**src/rtl/wb_arbiter2_if.sv**
```systemverilog
// rtl/wb_arbiter2_if.sv - Wishbone bus bundle between two masters, the arbiter and the shared bus
//
// Purpose: groups the master-0, master-1 and shared-bus Wishbone signals so the
// arbiter and its environment connect through one port.
// Modports:
//   slave  - arbiter view: takes m0_/m1_ requests and s_ terminations,
//            drives m0_/m1_ terminations and the s_ request side.
//   master - environment view: the mirror image of slave.

interface wb_arbiter2_if;
  logic        m0_CYC, m0_STB, m0_WE;
  logic [31:0] m0_ADR, m0_DAT_O;
  logic [2:0]  m0_CTI_O;
  logic        m0_ACK, m0_ERR, m0_RTY;
  logic [31:0] m0_DAT_I;

  logic        m1_CYC, m1_STB, m1_WE;
  logic [31:0] m1_ADR, m1_DAT_O;
  logic [2:0]  m1_CTI_O;
  logic        m1_ACK, m1_ERR, m1_RTY;
  logic [31:0] m1_DAT_I;

  logic        s_CYC, s_STB, s_WE;
  logic [31:0] s_ADR, s_DAT_O;
  logic [2:0]  s_CTI_O;
  logic        s_ACK, s_ERR, s_RTY;
  logic [31:0] s_DAT_I;

  modport slave (
    input  m0_CYC, m0_STB, m0_WE, m0_ADR, m0_DAT_O, m0_CTI_O,
    output m0_ACK, m0_ERR, m0_RTY, m0_DAT_I,
    input  m1_CYC, m1_STB, m1_WE, m1_ADR, m1_DAT_O, m1_CTI_O,
    output m1_ACK, m1_ERR, m1_RTY, m1_DAT_I,
    output s_CYC, s_STB, s_WE, s_ADR, s_DAT_O, s_CTI_O,
    input  s_ACK, s_ERR, s_RTY, s_DAT_I
  );

  modport master (
    output m0_CYC, m0_STB, m0_WE, m0_ADR, m0_DAT_O, m0_CTI_O,
    input  m0_ACK, m0_ERR, m0_RTY, m0_DAT_I,
    output m1_CYC, m1_STB, m1_WE, m1_ADR, m1_DAT_O, m1_CTI_O,
    input  m1_ACK, m1_ERR, m1_RTY, m1_DAT_I,
    input  s_CYC, s_STB, s_WE, s_ADR, s_DAT_O, s_CTI_O,
    output s_ACK, s_ERR, s_RTY, s_DAT_I
  );
endinterface

```
**src/rtl/wb_arbiter2.sv**
```systemverilog
// rtl/wb_arbiter2.sv - two-master Wishbone arbiter with round-robin grant and bus watchdog
//
// Purpose: grants the shared bus to master 0 or master 1 for a whole CYC
// cycle, alternating on ties, and answers an unanswered strobe with ERR after
// TIMEOUT cycles (TIMEOUT = 0 disables the watchdog).
// Ports:
//   clk        system clock
//   rst        asynchronous active-low reset
//   bus        Wishbone bundle (slave modport: arbiter side)
//   gnt        one-hot owner, 01 = m0, 10 = m1, 00 = idle
//   timeout_o  one-cycle pulse when the watchdog fires

module wb_arbiter2 #(
  parameter int unsigned TIMEOUT = 255
) (
  input  logic         clk,
  input  logic         rst,
  wb_arbiter2_if.slave bus,
  output logic [1:0]   gnt,
  output logic         timeout_o
);

  typedef enum logic [1:0] {IDLE = 2'd0, GNT0 = 2'd1, GNT1 = 2'd2} state_e;

  localparam logic [15:0] WD_LAST = (TIMEOUT == 0) ? 16'd0 : 16'(TIMEOUT - 1);

  state_e      state_q, state_d;
  logic        last_q, last_d;
  logic [15:0] wd_q, wd_d;
  logic        fire_q, fire_d;

  logic own0, own1, own_stb, term, stall, wd_err;

  assign own0    = (state_q == GNT0);
  assign own1    = (state_q == GNT1);
  assign own_stb = (own0 & bus.m0_STB) | (own1 & bus.m1_STB);
  assign term    = bus.s_ACK | bus.s_ERR | bus.s_RTY;
  // A real slave termination in the fire cycle wins over the watchdog ERR.
  assign wd_err  = fire_q & ~term;
  // The fire cycle masks STB, so it never counts as a stalled cycle.
  assign stall   = own_stb & ~fire_q & ~term;

  assign gnt       = {own1, own0};
  assign timeout_o = wd_err;

  always_ff @(posedge clk or negedge rst) begin
    if (!rst) begin
      state_q <= IDLE;
      last_q  <= 1'b1;
      wd_q    <= '0;
      fire_q  <= 1'b0;
    end else begin
      state_q <= state_d;
      last_q  <= last_d;
      wd_q    <= wd_d;
      fire_q  <= fire_d;
    end
  end

  always_comb begin
    state_d = state_q;
    last_d  = last_q;
    wd_d    = '0;
    fire_d  = 1'b0;
    case (state_q)
      IDLE: begin
        // On a tie the master that did not own the bus last wins.
        if (bus.m0_CYC && (!bus.m1_CYC || last_q)) begin
          state_d = GNT0;
          last_d  = 1'b0;
        end else if (bus.m1_CYC) begin
          state_d = GNT1;
          last_d  = 1'b1;
        end
      end
      GNT0:    if (!bus.m0_CYC) state_d = IDLE;
      GNT1:    if (!bus.m1_CYC) state_d = IDLE;
      default: state_d = IDLE;
    endcase
    // Counting only while the owner keeps the bus; wd is cleared at the fire
    // point so it never exceeds WD_LAST.
    if ((TIMEOUT != 0) && stall && (state_d == state_q)) begin
      if (wd_q == WD_LAST) fire_d = 1'b1;
      else                 wd_d   = wd_q + 16'd1;
    end
  end

  always_comb begin
    bus.s_CYC    = 1'b0;
    bus.s_STB    = 1'b0;
    bus.s_WE     = 1'b0;
    bus.s_ADR    = '0;
    bus.s_DAT_O  = '0;
    bus.s_CTI_O  = '0;
    bus.m0_ACK   = 1'b0;
    bus.m0_ERR   = 1'b0;
    bus.m0_RTY   = 1'b0;
    bus.m0_DAT_I = '0;
    bus.m1_ACK   = 1'b0;
    bus.m1_ERR   = 1'b0;
    bus.m1_RTY   = 1'b0;
    bus.m1_DAT_I = '0;
    if (own0) begin
      bus.s_CYC    = bus.m0_CYC;
      bus.s_STB    = bus.m0_STB & ~fire_q;
      bus.s_WE     = bus.m0_WE;
      bus.s_ADR    = bus.m0_ADR;
      bus.s_DAT_O  = bus.m0_DAT_O;
      bus.s_CTI_O  = bus.m0_CTI_O;
      bus.m0_ACK   = bus.s_ACK;
      bus.m0_ERR   = bus.s_ERR | wd_err;
      bus.m0_RTY   = bus.s_RTY;
      bus.m0_DAT_I = bus.s_DAT_I;
    end else if (own1) begin
      bus.s_CYC    = bus.m1_CYC;
      bus.s_STB    = bus.m1_STB & ~fire_q;
      bus.s_WE     = bus.m1_WE;
      bus.s_ADR    = bus.m1_ADR;
      bus.s_DAT_O  = bus.m1_DAT_O;
      bus.s_CTI_O  = bus.m1_CTI_O;
      bus.m1_ACK   = bus.s_ACK;
      bus.m1_ERR   = bus.s_ERR | wd_err;
      bus.m1_RTY   = bus.s_RTY;
      bus.m1_DAT_I = bus.s_DAT_I;
    end
  end

endmodule

```
**src/flat_wrapper.sv**
```systemverilog
// flat-port wrapper written by rule: the top's interface ports become plain ports
module wb_arbiter2_flat 
#(
  parameter int unsigned TIMEOUT = 255
)
  (clk, rst, gnt, timeout_o, bus_m0_CYC, bus_m0_STB, bus_m0_WE, bus_m0_ADR, bus_m0_DAT_O, bus_m0_CTI_O, bus_m0_ACK, bus_m0_ERR, bus_m0_RTY, bus_m0_DAT_I, bus_m1_CYC, bus_m1_STB, bus_m1_WE, bus_m1_ADR, bus_m1_DAT_O, bus_m1_CTI_O, bus_m1_ACK, bus_m1_ERR, bus_m1_RTY, bus_m1_DAT_I, bus_s_CYC, bus_s_STB, bus_s_WE, bus_s_ADR, bus_s_DAT_O, bus_s_CTI_O, bus_s_ACK, bus_s_ERR, bus_s_RTY, bus_s_DAT_I);
  wb_arbiter2_if bus_i ();
  input  logic clk;
  input  logic rst;
  output logic [1:0] gnt;
  output logic timeout_o;
  input wire logic [$bits(bus_i.m0_CYC)-1:0] bus_m0_CYC;
  input wire logic [$bits(bus_i.m0_STB)-1:0] bus_m0_STB;
  input wire logic [$bits(bus_i.m0_WE)-1:0] bus_m0_WE;
  input wire logic [$bits(bus_i.m0_ADR)-1:0] bus_m0_ADR;
  input wire logic [$bits(bus_i.m0_DAT_O)-1:0] bus_m0_DAT_O;
  input wire logic [$bits(bus_i.m0_CTI_O)-1:0] bus_m0_CTI_O;
  output wire logic [$bits(bus_i.m0_ACK)-1:0] bus_m0_ACK;
  output wire logic [$bits(bus_i.m0_ERR)-1:0] bus_m0_ERR;
  output wire logic [$bits(bus_i.m0_RTY)-1:0] bus_m0_RTY;
  output wire logic [$bits(bus_i.m0_DAT_I)-1:0] bus_m0_DAT_I;
  input wire logic [$bits(bus_i.m1_CYC)-1:0] bus_m1_CYC;
  input wire logic [$bits(bus_i.m1_STB)-1:0] bus_m1_STB;
  input wire logic [$bits(bus_i.m1_WE)-1:0] bus_m1_WE;
  input wire logic [$bits(bus_i.m1_ADR)-1:0] bus_m1_ADR;
  input wire logic [$bits(bus_i.m1_DAT_O)-1:0] bus_m1_DAT_O;
  input wire logic [$bits(bus_i.m1_CTI_O)-1:0] bus_m1_CTI_O;
  output wire logic [$bits(bus_i.m1_ACK)-1:0] bus_m1_ACK;
  output wire logic [$bits(bus_i.m1_ERR)-1:0] bus_m1_ERR;
  output wire logic [$bits(bus_i.m1_RTY)-1:0] bus_m1_RTY;
  output wire logic [$bits(bus_i.m1_DAT_I)-1:0] bus_m1_DAT_I;
  output wire logic [$bits(bus_i.s_CYC)-1:0] bus_s_CYC;
  output wire logic [$bits(bus_i.s_STB)-1:0] bus_s_STB;
  output wire logic [$bits(bus_i.s_WE)-1:0] bus_s_WE;
  output wire logic [$bits(bus_i.s_ADR)-1:0] bus_s_ADR;
  output wire logic [$bits(bus_i.s_DAT_O)-1:0] bus_s_DAT_O;
  output wire logic [$bits(bus_i.s_CTI_O)-1:0] bus_s_CTI_O;
  input wire logic [$bits(bus_i.s_ACK)-1:0] bus_s_ACK;
  input wire logic [$bits(bus_i.s_ERR)-1:0] bus_s_ERR;
  input wire logic [$bits(bus_i.s_RTY)-1:0] bus_s_RTY;
  input wire logic [$bits(bus_i.s_DAT_I)-1:0] bus_s_DAT_I;
  assign bus_i.m0_CYC = bus_m0_CYC;
  assign bus_i.m0_STB = bus_m0_STB;
  assign bus_i.m0_WE = bus_m0_WE;
  assign bus_i.m0_ADR = bus_m0_ADR;
  assign bus_i.m0_DAT_O = bus_m0_DAT_O;
  assign bus_i.m0_CTI_O = bus_m0_CTI_O;
  assign bus_m0_ACK = bus_i.m0_ACK;
  assign bus_m0_ERR = bus_i.m0_ERR;
  assign bus_m0_RTY = bus_i.m0_RTY;
  assign bus_m0_DAT_I = bus_i.m0_DAT_I;
  assign bus_i.m1_CYC = bus_m1_CYC;
  assign bus_i.m1_STB = bus_m1_STB;
  assign bus_i.m1_WE = bus_m1_WE;
  assign bus_i.m1_ADR = bus_m1_ADR;
  assign bus_i.m1_DAT_O = bus_m1_DAT_O;
  assign bus_i.m1_CTI_O = bus_m1_CTI_O;
  assign bus_m1_ACK = bus_i.m1_ACK;
  assign bus_m1_ERR = bus_i.m1_ERR;
  assign bus_m1_RTY = bus_i.m1_RTY;
  assign bus_m1_DAT_I = bus_i.m1_DAT_I;
  assign bus_s_CYC = bus_i.s_CYC;
  assign bus_s_STB = bus_i.s_STB;
  assign bus_s_WE = bus_i.s_WE;
  assign bus_s_ADR = bus_i.s_ADR;
  assign bus_s_DAT_O = bus_i.s_DAT_O;
  assign bus_s_CTI_O = bus_i.s_CTI_O;
  assign bus_i.s_ACK = bus_s_ACK;
  assign bus_i.s_ERR = bus_s_ERR;
  assign bus_i.s_RTY = bus_s_RTY;
  assign bus_i.s_DAT_I = bus_s_DAT_I;
  wb_arbiter2 #(.TIMEOUT(TIMEOUT)) u_core (.clk(clk), .rst(rst), .bus(bus_i), .gnt(gnt), .timeout_o(timeout_o));
endmodule
```
**config.mk**
```make
export PLATFORM = sky130hd
export DESIGN_NAME = wb_arbiter2_flat
export DESIGN_NICKNAME = d
export VERILOG_FILES = /design/src/rtl/wb_arbiter2_if.sv /design/src/rtl/wb_arbiter2.sv /design/src/flat_wrapper.sv
export SDC_FILE = /design/constraint.sdc
export NUM_CORES = 1
export LEC_CHECK = 0
export ABC_AREA = 1
export BUFFER_PORTS_ARGS = -buffer_cell sky130_fd_sc_hd__clkbuf_2
export CELL_PAD_IN_SITES_DETAIL_PLACEMENT = 0
export CELL_PAD_IN_SITES_GLOBAL_PLACEMENT = 1
export CORE_AREA = 2 2 124 126
export CTS_CLUSTER_SIZE = 12
export DETAILED_ROUTE_END_ITERATION = 16
export DIE_AREA = 0 0 126 128
export PLACE_DENSITY_LB_ADDON = 0.05
export SKIP_LAST_GASP = 1
export SYNTH_ARGS = -nofsm -noshare
export SYNTH_HDL_FRONTEND = slang
export SYNTH_SLANG_ARGS = --single-unit
```
**constraint.sdc**
```tcl
create_clock -name clk -period 1.95 [get_ports clk]
set_clock_uncertainty 0.2 [all_clocks]
set_input_delay 0.195 -clock clk [delete_from_list [all_inputs] [get_ports clk]]
set_output_delay 0.195 -clock clk [all_outputs]
set_load 0.005 [all_outputs]
```
# After elaboration in Yosys (flattened, before gate mapping)

Cells that the tools add are included.
W data, S select, Z words.

Register bits: 20
Bits of input ports: 177
Word-level logic and storage cells: 64
Output and inout bits: 143

Multiplexer cells: 35
Add/subtract/negate cells: 1
Bitwise logic cells: 13
Reduce and logical (&&, ||, !) cells: 7
Equality and inequality tests: 4

Operators by type and width:

| cell                    | number |
|---|---|
| $mux W32                | 7 |
| $mux W16                | 2 |
| $mux W1                 | 19 |
| $add A16 B1 Y16 const B | 1 |
| $eq A16 B8 Y1 const B   | 1 |
| $mux W2                 | 4 |
| $and A1 B1 Y1           | 7 |
| $mux W3                 | 2 |
| $pmux W2 S3             | 1 |
| $or A1 B1 Y1            | 4 |
| $eq A2 B1 Y1 const B    | 1 |
| $eq A2 B2 Y1            | 1 |
| $eq A2 B2 Y1 const B    | 1 |
| $logic_and A1 B1 Y1     | 2 |
| $logic_not A2 Y1        | 1 |
| $not A1 Y1              | 2 |
| $reduce_and A2 Y1       | 1 |
| $reduce_bool A2 Y1      | 1 |
| $logic_not A1 Y1        | 1 |
| $logic_or A1 B1 Y1      | 1 |

# Logic depth before layout (Yosys ltp)

Depth in word-level cells: 8
Gate-level depth with buffers: 9
Mapped depth without buffers: 8

# Least setup slack after synthesis

OpenSTA, ideal clock, no wires.

Path kind: register to output
From: reg u_core.state_q[0]
To: out bus_m0_DAT_I[10]
Buffers on the path: 2
Data required time: 1.555 ns
Setup slack: 0.338 ns
Cell stages (with the launch flop): 7
Data arrival time: 1.217 ns
Cell sequence: dfrtp_1 inv_2 nor2_4 buf_2 inv_2 buf_1 nor2_1

Word-level cells in the longest chain between the ends: 2

Ends and longest elaborated chain:

| item                     | line               | RTL |
|---|---|---|
| start: declaration       | wb_arbiter2.sv:27  | `state_e state_q, state_d;` |
| start signal: assignment | wb_arbiter2.sv:53  | `state_q <= state_d;` |
| $eq A2 B1 Y1             | wb_arbiter2.sv:34  | `assign own0 = (state_q == GNT0);` |
| $mux W32                 | wb_arbiter2.sv:103 | `if (own0) begin` |
| end: declaration         | flat_wrapper.sv:21 | `output wire logic [$bits(bus_i.m0_DAT_I)-1:0] bus_m0_DAT_I;` |

No other way between the ends.

# Final worst setup path

From: reg u_core.state_q[0]
To: out bus_s_DAT_O[4]

Word-level cells in the longest chain between the ends: 3
Elaborated cells on any way between the ends: 4
Classes of those cells: eq/ne (2); mux (2)

Ends and longest elaborated chain:

| item             | line               | RTL |
|---|---|---|
| $eq A2 B2 Y1     | wb_arbiter2.sv:35  | `assign own1 = (state_q == GNT1);` |
| $mux W32         | wb_arbiter2.sv:114 | `end else if (own1) begin` |
| $mux W32 (*)     | wb_arbiter2.sv:103 |  |
| end: declaration | flat_wrapper.sv:36 | `output wire logic [$bits(bus_i.s_DAT_O)-1:0] bus_s_DAT_O;` |

Every way passes the cells marked *; elsewhere a longest branch is shown, timed or not.

==> key figures <==
Worst hold path
  • Hold Path Class: primary input to flop
  • Hold endpoint: u_core.state_q[0]
  • Worst hold path depth: 3
  • HP Start: bus_m0_CYC

Placement
  • Post-Place Cells: 828
  • Gpl congestion: 0.828
  • Detailed placement HPWL: 11.2 mm
  • Placed Area: 4030 µm²
  • Port bufs: 319
  • DP Worst Slack: 0.158 ns

Worst setup path
  • R2R cell count: 10
  • CP Max Fanout: 28
  • CP startpoint kind: flop
  • Crit-path leading delay family: buffers and inverters
  • Max stage delay on crit path: 0.44 ns
  • WP data required: 1.55 ns
  • Kind of critical path: flop to primary output
  • Crit end category: primary output
  • End of the worst register-to-register path: u_core.wd_q[14]
  • CP most frequent cell: buf_12
  • Reg2reg start: u_core.state_q[1]
  • R2r setup slk: 0.12 ns
  • Buf+Inv Stages, Crit Path: 4
  • Crit path cell chain: inv_2, nor2_4, buf_12, buf_12, a22o_1, clkbuf_2
  • Slowest-stage cell, CP: dfrtp_2
  • WP data arrival: 1.50 ns

Clocking
  • Clock transition at path regs: 0.05 ns
  • CTS Root Cell: clkbuf_16
  • Max Root-Sink Buffers: 2
  • Clock insertion delay at the later pin of the skew report: 0.25 ns
  • H-tree levels: 1
  • TritonCTS Buffers: 3
  • Clock tree sinks: 20
  • CTS tree: built

Outcome
  • Status: finished clean

Synthesis
  • Synth area leaders: a22o_1 (27%), dfrtp_1 (22%), nor2_1 (16%), inv_1 (7.7%), nand2_1 (4.4%)
  • Ys async rst share: 100%
  • Post-synth EDFFs: 0
  • Top cells by count, synth: nor2_1 (92), a22o_1 (68), inv_1 (45)
  • Syn avg cell area: 6.59 µm²
  • Distinct cells, synth: 27
  • Top_reg_cell synth: dfrtp_1
  • Flops & latches, synth: 20
  • Register area share after synthesis: 22.9%
  • Syn nets: 512
  • Synthesis Warnings: 0
  • Synth top area share: 27.1%
  • Cell taking the most area after synthesis: a22o_1
  • Syn Inst Count: 333
  • Mapped cell area: 2190 µm²
  • Most frequent cell after synthesis: nor2_1

Cells and area
  • # diodes: 0
  • Share of cells above drive strength 1: 55.9%
  • Final non-filler cell total: 841
  • Design Area, Final: 4290 µm²
  • Area delta synth->final: 95.7%
  • Layout Nets: 833

Timing
  • Peak Freq: 0.529 GHz
  • Slew HR: 64.1%
  • Setup ws final: 0.0589 ns
  • RSZ-0062 raised after global routing: true
  • Period utilisation layout: 97.0%
  • Period minus WS final: 1.89 ns
  • Slew Limit Fails: 0
  • Hold Violations, Final: 0
  • Final Setup Violations: 0
  • Measured slew at the worst slew-check pin: 0.538 ns

Drt
  • WL/cell: 15.6 µm
  • Iter 0 DRT Violations: 142
  • Vias: 3,503
  • Routed WL: 13.2 mm
  • Post-DRT Antenna Nets: 0
  • DR pass1 iterations: 4
  • Avg Vias per Cell: 4.17
  • DRC Markers: 0

Pwr
  • Power, Total: 3.45 mW
  • Worst IR Drop VDD: 329 µV
  • PwrDens: 804 nW/µm²
  • Leak Pwr: 2.60 nW

Floorplanning
  • CORE AREA: 14,900 µm²
  • Ports: 320
  • DIE WIDTH: 126 µm
  • Row Count: 45
  • Die Y-Extent: 128 µm
  • Total die area: 16,100 µm²
  • Starting Density: 14.8%

Global route
  • Vias in the first global route: 3,324
  • Grt total ovfl: 0
  • Global-route wire length before repair: 19.1 mm
  • Initial antenna violation count: 0
  • Gr usage total: 14.8%
  • Largest net degree at the start of global routing: 38

Flow run
  • Max_cap viols: 0
==> flip-flops by register name, summed over array words and instances (netlist names) <==
signal          count
u_core.wd_q        16
u_core.last_q       1
u_core.state_q      2
u_core.fire_q       1
==> what timing repair did <==
action | in CTS | in global routing
cloned | 2 | 0
hold endpoints to repair | 19 | 0
buffers inserted | 5 | 1
pin swaps | 0 | 2
hold buffers | 1 | 0
endpoints found under the setup margin | 128 | 130
gates resized for setup | 3 | 17
==> layout make-up <==
cell class	count	area, µm²
repair buffers	339	1860
well taps	188	235
clock buffers	4	88.8
flip-flops and latches	20	503
fillers	1688	10600
multi-input cells	241	1410
inverters	49	196
==> layer usage <==
layer  GRT usage [%]  up-vias  share of wire [%]
met4            2.52        0                1.5
met5               0        -                  0
met2            30.2      157                 56
li1                -     1748                  -
met3            2.96       12                7.4
met1            15.8     1586                 35
==> cells by family (layout without fill, tap and decap cells) <==
logic type               count (synthesis)  count (layout)  share of synthesized area [%]
AND/OR/NAND/NOR                        151             151                           29.4
AO/OA/AOI/OAI                           79              79                           29.9
buffers and inverters                   72             392                           13.2
flip-flops                              20              20                           22.9
XOR/XNOR                                 9               9                           3.59
adder cells (fa/ha/maj)                  2               2                           1.14
==> stage by stage <==
| step | utilization (%) | setup TNS [ns] | hold WS (ns) |
|---|---|---|---|
| floorplan | - | 0 | -0.301 |
| global placement | 27.1 | 0 | 0.0194 |
| detailed placement | 27.1 | 0 | 0.0198 |
| CTS | 28.5 | -2.64 | 0.0398 |
| global route | 28.9 | -0.0819 | 0.0453 |
| finish | 28.9 | 0 | 0.0490 |
==> placed cells by master, fill, tap and decap left out, drive strengths merged <==
master,count
nor3,3
clkbuf,322
o22ai,2
o21bai,1
nand4,4
ha,2
nor2,105
nor4,1
dlygate4sd3,1
nand3,10
nand3b,1
a21oi,3
buf,20
o21ai,5
xor2,6
nand2,27
a22o,68
dfstp,1
inv,49
dfrtp,19
xnor2,3
==> worst max-delay path by stage <==
stage                            from               end  slack, ns  depth (start not counted)
floorplan           u_core.state_q[0]  bus_m0_DAT_I[10]       0.34                          6
global placement    u_core.state_q[1]        bus_m1_ERR       0.18                          6
detailed placement  u_core.state_q[1]        bus_m1_ERR       0.16                          6
CTS                 u_core.state_q[0]         bus_s_CYC      -0.08                          5
global route        u_core.state_q[1]   u_core.wd_q[14]      -0.03                         10
finish              u_core.state_q[0]    bus_s_DAT_O[4]       0.06                          6
==> worst reg2reg max path: cells and delay by family (launching register included) <==
kind	cells	cell delay [ns]
DFF	1	0.42
AOI/OAI and AO/OA	1	0.13
buffers and inverters	3	0.41
and+or+nand+nor	6	0.60
==> where the power goes <==
part           total (mW)  internal, mW  switching [mW]
clock               0.461         0.312           0.148
combinational        2.52          1.24            1.28
sequential          0.475         0.448          0.0267
total                3.45          2.00            1.45
Power figures use the tool's default switching activity.
